<file path="src/rtl/wb_stage_pkg.sv">
// =============================================================================
// Module : wb_stage_pkg
// Brief  : Shared constants for the writeback stage (mem_op bits, ecodes, PC reset).
// Rev    : 1.0 - initial release
// =============================================================================
`default_nettype none

package wb_stage_pkg;

  // mem_op one-hot bit positions
  localparam int C_OP_LB  = 0;
  localparam int C_OP_LH  = 1;
  localparam int C_OP_LW  = 2;
  localparam int C_OP_LBU = 3;
  localparam int C_OP_LHU = 4;
  localparam int C_OP_SB  = 5;
  localparam int C_OP_SH  = 6;
  localparam int C_OP_SW  = 7;

  localparam logic [5:0] C_ECODE_INT = 6'h00;
  localparam logic [5:0] C_ECODE_ADE = 6'h08;
  localparam logic [5:0] C_ECODE_ALE = 6'h09;
  localparam logic [5:0] C_ECODE_SYS = 6'h0B;
  localparam logic [5:0] C_ECODE_BRK = 6'h0C;
  localparam logic [5:0] C_ECODE_INE = 6'h0D;

  localparam logic [31:0] C_PC_RESET = 32'h1c00_0000;

  function automatic logic [31:0] ext8(input logic [7:0] b, input logic sgn);
    return {{24{sgn & b[7]}}, b};
  endfunction

  function automatic logic [31:0] ext16(input logic [15:0] h, input logic sgn);
    return {{16{sgn & h[15]}}, h};
  endfunction

endpackage

`default_nettype wire

</file>
<file path="src/rtl/wb_load_align.sv">
// =============================================================================
// Module : wb_load_align
// Brief  : Selects and sign/zero-extends load data from the raw SRAM word.
// Rev    : 1.0 - initial release
// =============================================================================
`default_nettype none

module wb_load_align
  import wb_stage_pkg::*;
(
  input  logic [4:0]  mem_op_i,
  input  logic [1:0]  addr_i,
  input  logic [31:0] raw_i,
  output logic [31:0] value_o
);

  logic [7:0]  w_byte;
  logic [15:0] w_half;

  always_comb begin
    case (addr_i)
      2'b00:   w_byte = raw_i[7:0];
      2'b01:   w_byte = raw_i[15:8];
      2'b10:   w_byte = raw_i[23:16];
      default: w_byte = raw_i[31:24];
    endcase
    w_half = addr_i[1] ? raw_i[31:16] : raw_i[15:0];
  end

  // Non-load ops fall through to the full word; it is never selected for them.
  always_comb begin
    value_o = raw_i;
    if (mem_op_i[C_OP_LB])       value_o = ext8(w_byte, 1'b1);
    else if (mem_op_i[C_OP_LBU]) value_o = ext8(w_byte, 1'b0);
    else if (mem_op_i[C_OP_LH])  value_o = ext16(w_half, 1'b1);
    else if (mem_op_i[C_OP_LHU]) value_o = ext16(w_half, 1'b0);
  end

endmodule

`default_nettype wire

</file>
<file path="src/rtl/wb_stage.sv">
// =============================================================================
// Module : wb_stage
// Brief  : Pipeline writeback stage: load align, RF write, CSR commit, trace.
// Rev    : 1.0 - initial release
// =============================================================================
`default_nettype none

module wb_stage
  import wb_stage_pkg::*;
#(
  parameter logic [31:0] PC_RESET  = C_PC_RESET,
  parameter int          INSTRET_W = 64
) (
  input  logic                 clk,
  input  logic                 resetn,
  input  logic                 in_valid,
  output logic                 in_ready,
  input  logic                 trace_stall,
  input  logic [31:0]          pc,
  input  logic [7:0]           mem_op,
  input  logic [31:0]          result,
  input  logic [31:0]          result_bypass,
  input  logic                 res_from_mem,
  input  logic                 res_from_csr,
  input  logic                 gr_we,
  input  logic [4:0]           dest,
  input  logic [31:0]          data_sram_rdata,
  input  logic [31:0]          csr_rvalue,
  input  logic                 has_exception,
  input  logic [5:0]           ecode,
  input  logic [8:0]           esubcode,
  input  logic [31:0]          exception_maddr,
  input  logic                 ertn,
  output logic                 rf_we,
  output logic [4:0]           rf_waddr,
  output logic [31:0]          rf_wdata,
  output logic                 fwd_valid,
  output logic [4:0]           fwd_dest,
  output logic [31:0]          fwd_value,
  output logic                 this_exception,
  output logic                 ex_flush,
  output logic                 wb_ex,
  output logic [5:0]           wb_ecode,
  output logic [8:0]           wb_esubcode,
  output logic [31:0]          wb_pc,
  output logic [31:0]          wb_vaddr,
  output logic                 ertn_flush,
  output logic [INSTRET_W-1:0] instret,
  output logic [31:0]          debug_wb_pc,
  output logic [3:0]           debug_wb_rf_we,
  output logic [4:0]           debug_wb_rf_wnum,
  output logic [31:0]          debug_wb_rf_wdata
);

  logic                 held_q, held_d;
  logic [31:0]          rdata_buf_q, rdata_buf_d;
  logic [INSTRET_W-1:0] instret_q, instret_d;
  logic [31:0]          pc_q, pc_d;

  logic        w_commit;
  logic [31:0] w_load_raw;
  logic [31:0] w_load_val;
  logic [31:0] w_final;
  logic        w_wr_ok;
  logic        w_unused;

  // Resetn gating keeps a stray in_valid during reset from committing.
  assign w_commit   = resetn & in_valid & ~trace_stall;
  assign in_ready   = resetn & (~in_valid | w_commit);
  // SRAM data is only valid on the first cycle; later stall cycles use the copy.
  assign w_load_raw = held_q ? rdata_buf_q : data_sram_rdata;

  wb_load_align u_align (
    .mem_op_i (mem_op[4:0]),
    .addr_i   (result_bypass[1:0]),
    .raw_i    (w_load_raw),
    .value_o  (w_load_val)
  );

  always_comb begin
    w_final = result;
    if (res_from_mem)      w_final = w_load_val;
    else if (res_from_csr) w_final = csr_rvalue;
  end

  assign w_wr_ok   = gr_we & ~has_exception & (dest != 5'd0);
  assign rf_we     = w_commit & w_wr_ok;
  assign rf_waddr  = dest;
  assign rf_wdata  = w_final;

  assign fwd_valid = in_valid & w_wr_ok;
  assign fwd_dest  = dest;
  assign fwd_value = w_final;

  assign this_exception = in_valid & (has_exception | ertn);
  assign wb_ex          = w_commit & has_exception;
  assign ertn_flush     = w_commit & ertn & ~has_exception;
  assign ex_flush       = wb_ex | ertn_flush;
  assign wb_ecode       = ecode;
  assign wb_esubcode    = esubcode;
  assign wb_pc          = pc;
  assign wb_vaddr       = exception_maddr;

  assign instret           = instret_q;
  assign debug_wb_pc       = pc_q;
  assign debug_wb_rf_we    = {4{rf_we}};
  assign debug_wb_rf_wnum  = rf_waddr;
  assign debug_wb_rf_wdata = rf_wdata;

  always_comb begin
    held_d      = in_valid & ~w_commit;
    rdata_buf_d = rdata_buf_q;
    if (in_valid && !held_q && !w_commit) rdata_buf_d = data_sram_rdata;
    instret_d = instret_q;
    if (w_commit && !has_exception) instret_d = instret_q + 1'b1;
    pc_d = pc_q;
    if (w_commit) pc_d = pc;
  end

  always_ff @(posedge clk) begin
    if (!resetn) begin
      held_q      <= 1'b0;
      rdata_buf_q <= 32'h0;
      instret_q   <= '0;
      pc_q        <= PC_RESET;
    end else begin
      held_q      <= held_d;
      rdata_buf_q <= rdata_buf_d;
      instret_q   <= instret_d;
      pc_q        <= pc_d;
    end
  end

  assign w_unused = ^{mem_op[7:5], result_bypass[31:2]};

endmodule

`default_nettype wire

</file>
<file path="config.mk">
export PLATFORM = sky130hd
export DESIGN_NAME = wb_stage
export DESIGN_NICKNAME = d
export VERILOG_FILES = /design/src/rtl/wb_stage_pkg.sv /design/src/rtl/wb_load_align.sv /design/src/rtl/wb_stage.sv
export SDC_FILE = /design/constraint.sdc
export NUM_CORES = 1
export LEC_CHECK = 0
export ABC_CLOCK_PERIOD_IN_PS = 4019
export CAP_MARGIN = 20
export CORE_AREA = 5 5 203 205
export CTS_BUF_LIST = sky130_fd_sc_hd__clkbuf_16
export DETAILED_ROUTE_END_ITERATION = 10
export DIE_AREA = 0 0 208 210
export DONT_BUFFER_PORTS = 1
export GPL_TIMING_DRIVEN = 1
export PLACE_DENSITY_LB_ADDON = 0.3
export SLEW_MARGIN = 20
export SYNTH_ARGS = -nofsm -noshare
export SYNTH_HDL_FRONTEND = slang
export SYNTH_SLANG_ARGS = --single-unit
</file>
<file path="constraint.sdc">
create_clock -name clk -period 4.02 [get_ports clk]
set_input_delay 0.804 -clock clk [delete_from_list [all_inputs] [get_ports clk]]
set_output_delay 0.804 -clock clk [all_outputs]
set_load 0.05 [all_outputs]
</file>
Word-level counts from Yosys, hierarchy flattened
Cells that the tools add are included.
{ "word_totals": {"regBits": 129, "input_bits": 229, "out_inout_bits": 297} }
{ "classes": {"add_sub_neg": 1, "eq_ne": 2, "muxes": 9, "n_bitwise": 19, "reduce_logical": 8} }
{ "op_table": {"columns": ["operator", "n"], "rows": [
  ["two-way mux 32 bit", 7],
  ["adder 64 x 1 -> 64 bit (second input constant)", 1],
  ["one-hot mux 8 bit (3 select lines)", 1],
  ["two-way mux 16 bit", 1],
  ["AND 1 bit", 12],
  ["nonzero test 5 bit", 1],
  ["NOT 1 bit", 4],
  ["logical AND 1 bit", 3],
  ["zero test 1 bit", 3],
  ["OR 1 bit", 3],
  ["== test 2 x 1 -> 1 bit (second input constant)", 1],
  ["== test 2 bit (second input constant)", 1],
  ["zero test 2 bit", 1]
]} }

Depth between registers and ports, before layout
{ "logic_depth": {"word_depth": 7, "mapped_depth": 9, "ltp_nobuf": 6} }

By module
From an unflattened synthesis, not the netlist that was laid out.
{ "hier_totals": {"cells_unflattened": 1101, "area_unflattened_um2": 8293.0} }
{ "by_module_without_submodules": {"columns": ["module", "instances", "cells_per_inst", "area_per_inst_um2", "seq_area_each_um2"], "rows": [
  ["wb_stage", 1, 977, 7579.8, 2582.5],
  ["wb_load_align", 1, 124, 713.2, 0.0]
]} }

Worst setup path before layout
OpenSTA, ideal clock, no wires.
{ "synth_timing": {"path_kind": "input to output", "startpoint": "in result_bypass[0]", "endpoint": "out fwd_value[3]", "t_arrival_ps": 3129, "required_time_ps": 3216, "path_slack_ps": 87, "cell_stages": 7, "path_buffers": 3, "path_cell_list": "buf_2 -> buf_1 -> mux4_2 -> mux2i_1 -> nor2_1 -> a2bb2oi_1 -> buf_4"} }
{ "synth_between": {"elab_chain_len": 5, "elab_cells_between_ends": 7, "cone_classes": "eq/ne (2); mux (4); reduce/logical (1)"} }
{ "synth_rtl": {"columns": ["item", "line_no", "rtl"], "rows": [
  ["start: declaration", "wb_stage.sv:22", "input logic [31:0] result_bypass,"],
  ["== test 2 bit, or another cell as far along", "wb_load_align.sv:21", "case (addr_i)"],
  ["one-hot mux 8 bit (3 select lines) *", "wb_load_align.sv:21", null],
  ["two-way mux 32 bit", "wb_load_align.sv:34", "else if (mem_op_i[C_OP_LBU]) value_o = ext8(w_byte, 1'b0);"],
  ["two-way mux 32 bit *", "wb_load_align.sv:33", "if (mem_op_i[C_OP_LB]) value_o = ext8(w_byte, 1'b1);"],
  ["two-way mux 32 bit *", "wb_stage.sv:82", "if (res_from_mem) w_final = w_load_val;"],
  ["end: declaration", "wb_stage.sv:39", "output logic [31:0] fwd_value,"]
]} }
Every way passes the cells marked *; elsewhere a longest branch is shown, timed or not.

Worst setup path in the final report
{ "layout_timing": {"startpoint": "reg held_q", "endpoint": "out rf_wdata[30]"} }
{ "layout_between": {"elab_chain_len": 6, "elab_cells_between_ends": 8, "cone_classes": "mux (8)"} }
{ "layout_rtl": {"columns": ["item", "line_no", "rtl"], "rows": [
  ["start: declaration", "wb_stage.sv:55", "logic held_q, held_d;"],
  ["start signal: assignment", "wb_stage.sv:127", "held_q <= held_d;"],
  ["two-way mux 32 bit *", "wb_stage.sv:71", "assign w_load_raw = held_q ? rdata_buf_q : data_sram_rdata;"],
  ["two-way mux 32 bit / two-way mux 16 bit (equally long branches)", "wb_load_align.sv:36, wb_load_align.sv:27", null],
  ["two-way mux 32 bit", "wb_load_align.sv:35", "else if (mem_op_i[C_OP_LH]) value_o = ext16(w_half, 1'b1);"],
  ["two-way mux 32 bit", "wb_load_align.sv:34", null],
  ["two-way mux 32 bit *", "wb_load_align.sv:33", null],
  ["two-way mux 32 bit *", "wb_stage.sv:82", null],
  ["end: declaration", "wb_stage.sv:36", "output logic [31:0] rf_wdata,"]
]} }
Marks and branches as above.

==> flow_summary.toml <==
[placement]
globalplace.congestion = 0.853
io_buffers = 0
placedCellCount = 1469
dp_hpwl_mm = 24.2
detailed_place.area_sq_um = 8720

[detailed_routing]
vias = 7097
routed_wl_mm = 30.9
viasPerCell = 4.73
drc_errors = 0
route.antenna.remaining_nets = 0
first_pass_iters = 4
drtIter0Drc = 297
post_drt_wl_per_cell_microns = 20.6

[setup_path]
required_ns = 3.22
path_common_cell = "buf_4"
cp-end-kind = "output pin"
cpPeakStageDelay_ns = 0.58
crit_fanout = 25
cp.buffers_inverters = 2
crit_family = "simple AND/OR/NAND/NOR gates"
cp.arrival_ns = 2.84
path_cells = "buf_4, mux4_2, mux2i_1, nand2b_1, nor2_2, or3_2, buf_4"
critPathLaunchType = "register"
critPathKind = "reg2out"
slowest_stage = "or3_2"

[global_routing]
grt_max_degree = 78
antenna_found_initial = 0
first_global_vias = 6866
grt_pass1_wl_mm = 45.7
grt_overflow = 0
grt_usage = 0.136

[floorplanning]
rows = 73
core_sq_um = 39300
die_y_microns = 210
floorplan.initialDensity = 0.217
die_x_microns = 208
pin_count = 526
dieArea_sq_um = 43700

[job]
drv_cap = 0

[timing]
final_hold_viol_count = 0
rsz0062_at_grt = "false"
finalCritPeriodShare = 0.906
fin_tns_setup_ns = 0
period_minus_slack_ns = 3.64
fmax_ghz = 0.275
setup_viol = 0
max_slew_margin = 0.394
worst_pin_slew_ns = 0.906
clock-skew-final_ns = 0.0114
report.final.slew_viol_count = 0

[yosys]
synth_cell_types = 50
syn_nets = 1332
synth_cells = 1102
yosysWarnings = 0
avgSynthCellArea_sq_um = 7.72
ys_seq_elements = 129
async_reset_ff_frac = 0
synth-edff-count = 0
synthFlopType = "dfxtp_1"
yosysSeqAreaShare = 0.304
netlist_area_sq_um = 8510

[cells_and_area]
drive_above_1_share = 0.179
stdcell_count = 1500
syn_to_final_growth_pct = 10.1
diodes = 0
regArea_sq_um = 2580
multi_input_area_sq_um = 4650
n_fill_cell = 4339
final_common_cell = "nand2_1"
final_cell_mix = "nand2_1 (185), dfxtp_1 (128), a21oi_1 (118)"
fin_nets = 1193
final_cell_area_sq_um = 9370

[cts]
clkSinkCount = 129
clk_pin_slew_ns = 0.06
cts_setup_buffers = 0
clk_latency_ns = 0.44
htree_levels = 4
postCtsHoldBufs = 0
cts-buffers-inserted = 17
cts_tree = "yes"
cts_buffer_depth = 2
clockRootBuffer = "clkbuf_16"
cts_resized = 0

[min_path]
hold_path_class = "in2reg"

[pwr]
powerDensity_nw_per_um2 = 431
power_uw = 4030
leakage_uw = 0.00311
vdd_drop_max_v = 0.000287

[outcome]
status = "complete, no violations"
per-layer routing:
metal | wire length, microns | vias up | GRT usage | part of all wire
met5 | 0 | - | 0 | 0
met4 | 963 | 0 | 0.0544 | 0.031
met3 | 3000 | 34 | 0.0624 | 0.097
met2 | 15400 | 365 | 0.234 | 0.50
met1 | 11600 | 3306 | 0.146 | 0.37
li1 | - | 3392 | - | -
path summary, 6_finish.rpt:
check / cells past startpoint / startpoint / slack (ns) / to
setup / recovery: 7 / held_q / 0.38 / rf_wdata[30]
hold / removal: 1 / resetn / 0.44 / debug_wb_pc[27]
setup reg to reg: 5 / instret[14] / 1.13 / instret[55]
hold reg to reg: 2 / rdata_buf_q[17] / 0.45 / rdata_buf_q[17]
flip-flops by register name (all words and copies together), names as in the netlist:
| name | cells |
|---|---|
| rdata_buf_q | 32 |
| debug_wb_pc | 32 |
| instret | 64 |
| held_q | 1 |
cell families (layout without fill, tap and decap cells):
logic type,count (synthesis),in the layout,share of synthesized area
flip-flops,129,129,0.304
AO/OA/AOI/OAI,203,203,0.134
AND/OR/NAND/NOR,424,424,0.244
buffers and inverters,240,113,0.179
adder cells (fa/ha/maj),1,1,0.00147
multiplexers,80,80,0.112
XOR/XNOR,25,25,0.0257
per-stage QoR:
stage,util,setup WS [ns],hold slack (ns)
finish,0.238,0.378,0.444
global route,0.238,0.198,0.396
CTS,0.238,0.273,0.395
detailed placement,0.222,0.620,0.443
global placement,0.222,0.625,0.438
floorplan,-,0.0874,0.433
cells in the mapped netlist, types with 2 or more instances:
cell / number / area share
mux4_2: 10 / 0.026
nor2b_1: 13 / 0.0096
nand4_2: 2 / 0.0029
mux2_2: 23 / 0.030
o22ai_1: 6 / 0.0044
mux2i_1: 47 / 0.055
or4_1: 15 / 0.013
nand4b_1: 4 / 0.0041
nor3_1: 9 / 0.0053
o21a_1: 2 / 0.0018
xnor2_1: 13 / 0.013
nor2_1: 72 / 0.032
nand2_1: 185 / 0.082
nor4_1: 7 / 0.0051
nor3b_1: 2 / 0.0018
nand3b_1: 2 / 0.0018
buf_1: 6 / 0.0026
and4_1: 6 / 0.0062
nor4_2: 2 / 0.0029
nand2b_1: 4 / 0.0029
a31oi_1: 7 / 0.0051
nand4_1: 20 / 0.015
clkbuf_1: 46 / 0.020
xor2_1: 12 / 0.012
o31ai_1: 12 / 0.011
and2_1: 3 / 0.0022
nand3_1: 28 / 0.016
buf_4: 163 / 0.14
and3_1: 7 / 0.0051
o21ai_0: 33 / 0.019
inv_1: 14 / 0.0062
a2bb2oi_1: 2 / 0.0021
or2_2: 4 / 0.0029
a211oi_1: 13 / 0.011
o211ai_1: 7 / 0.0062
a21oi_1: 118 / 0.069
or3_1: 33 / 0.024
buf_2: 10 / 0.0059
dfxtp_1: 129 / 0.30
power breakdown:
part | leakage (uW) | internal (uW) | switching (uW)
logic | 0.00177 | 265 | 676
registers | 0.00105 | 1310 | 78.9
clock network | 0.000291 | 1090 | 609
total | 0.00311 | 2670 | 1360
layout make-up:
class | instances | area share
sequential | 129 | 0.276
timing repair buffer | 67 | 0.0831
multi-input combinational | 733 | 0.496
clock inverter | 14 | 0.0230
inverter | 15 | 0.00628
clock buffer | 17 | 0.0454
tap | 525 | 0.0701
Power figures use the tool's default switching activity.
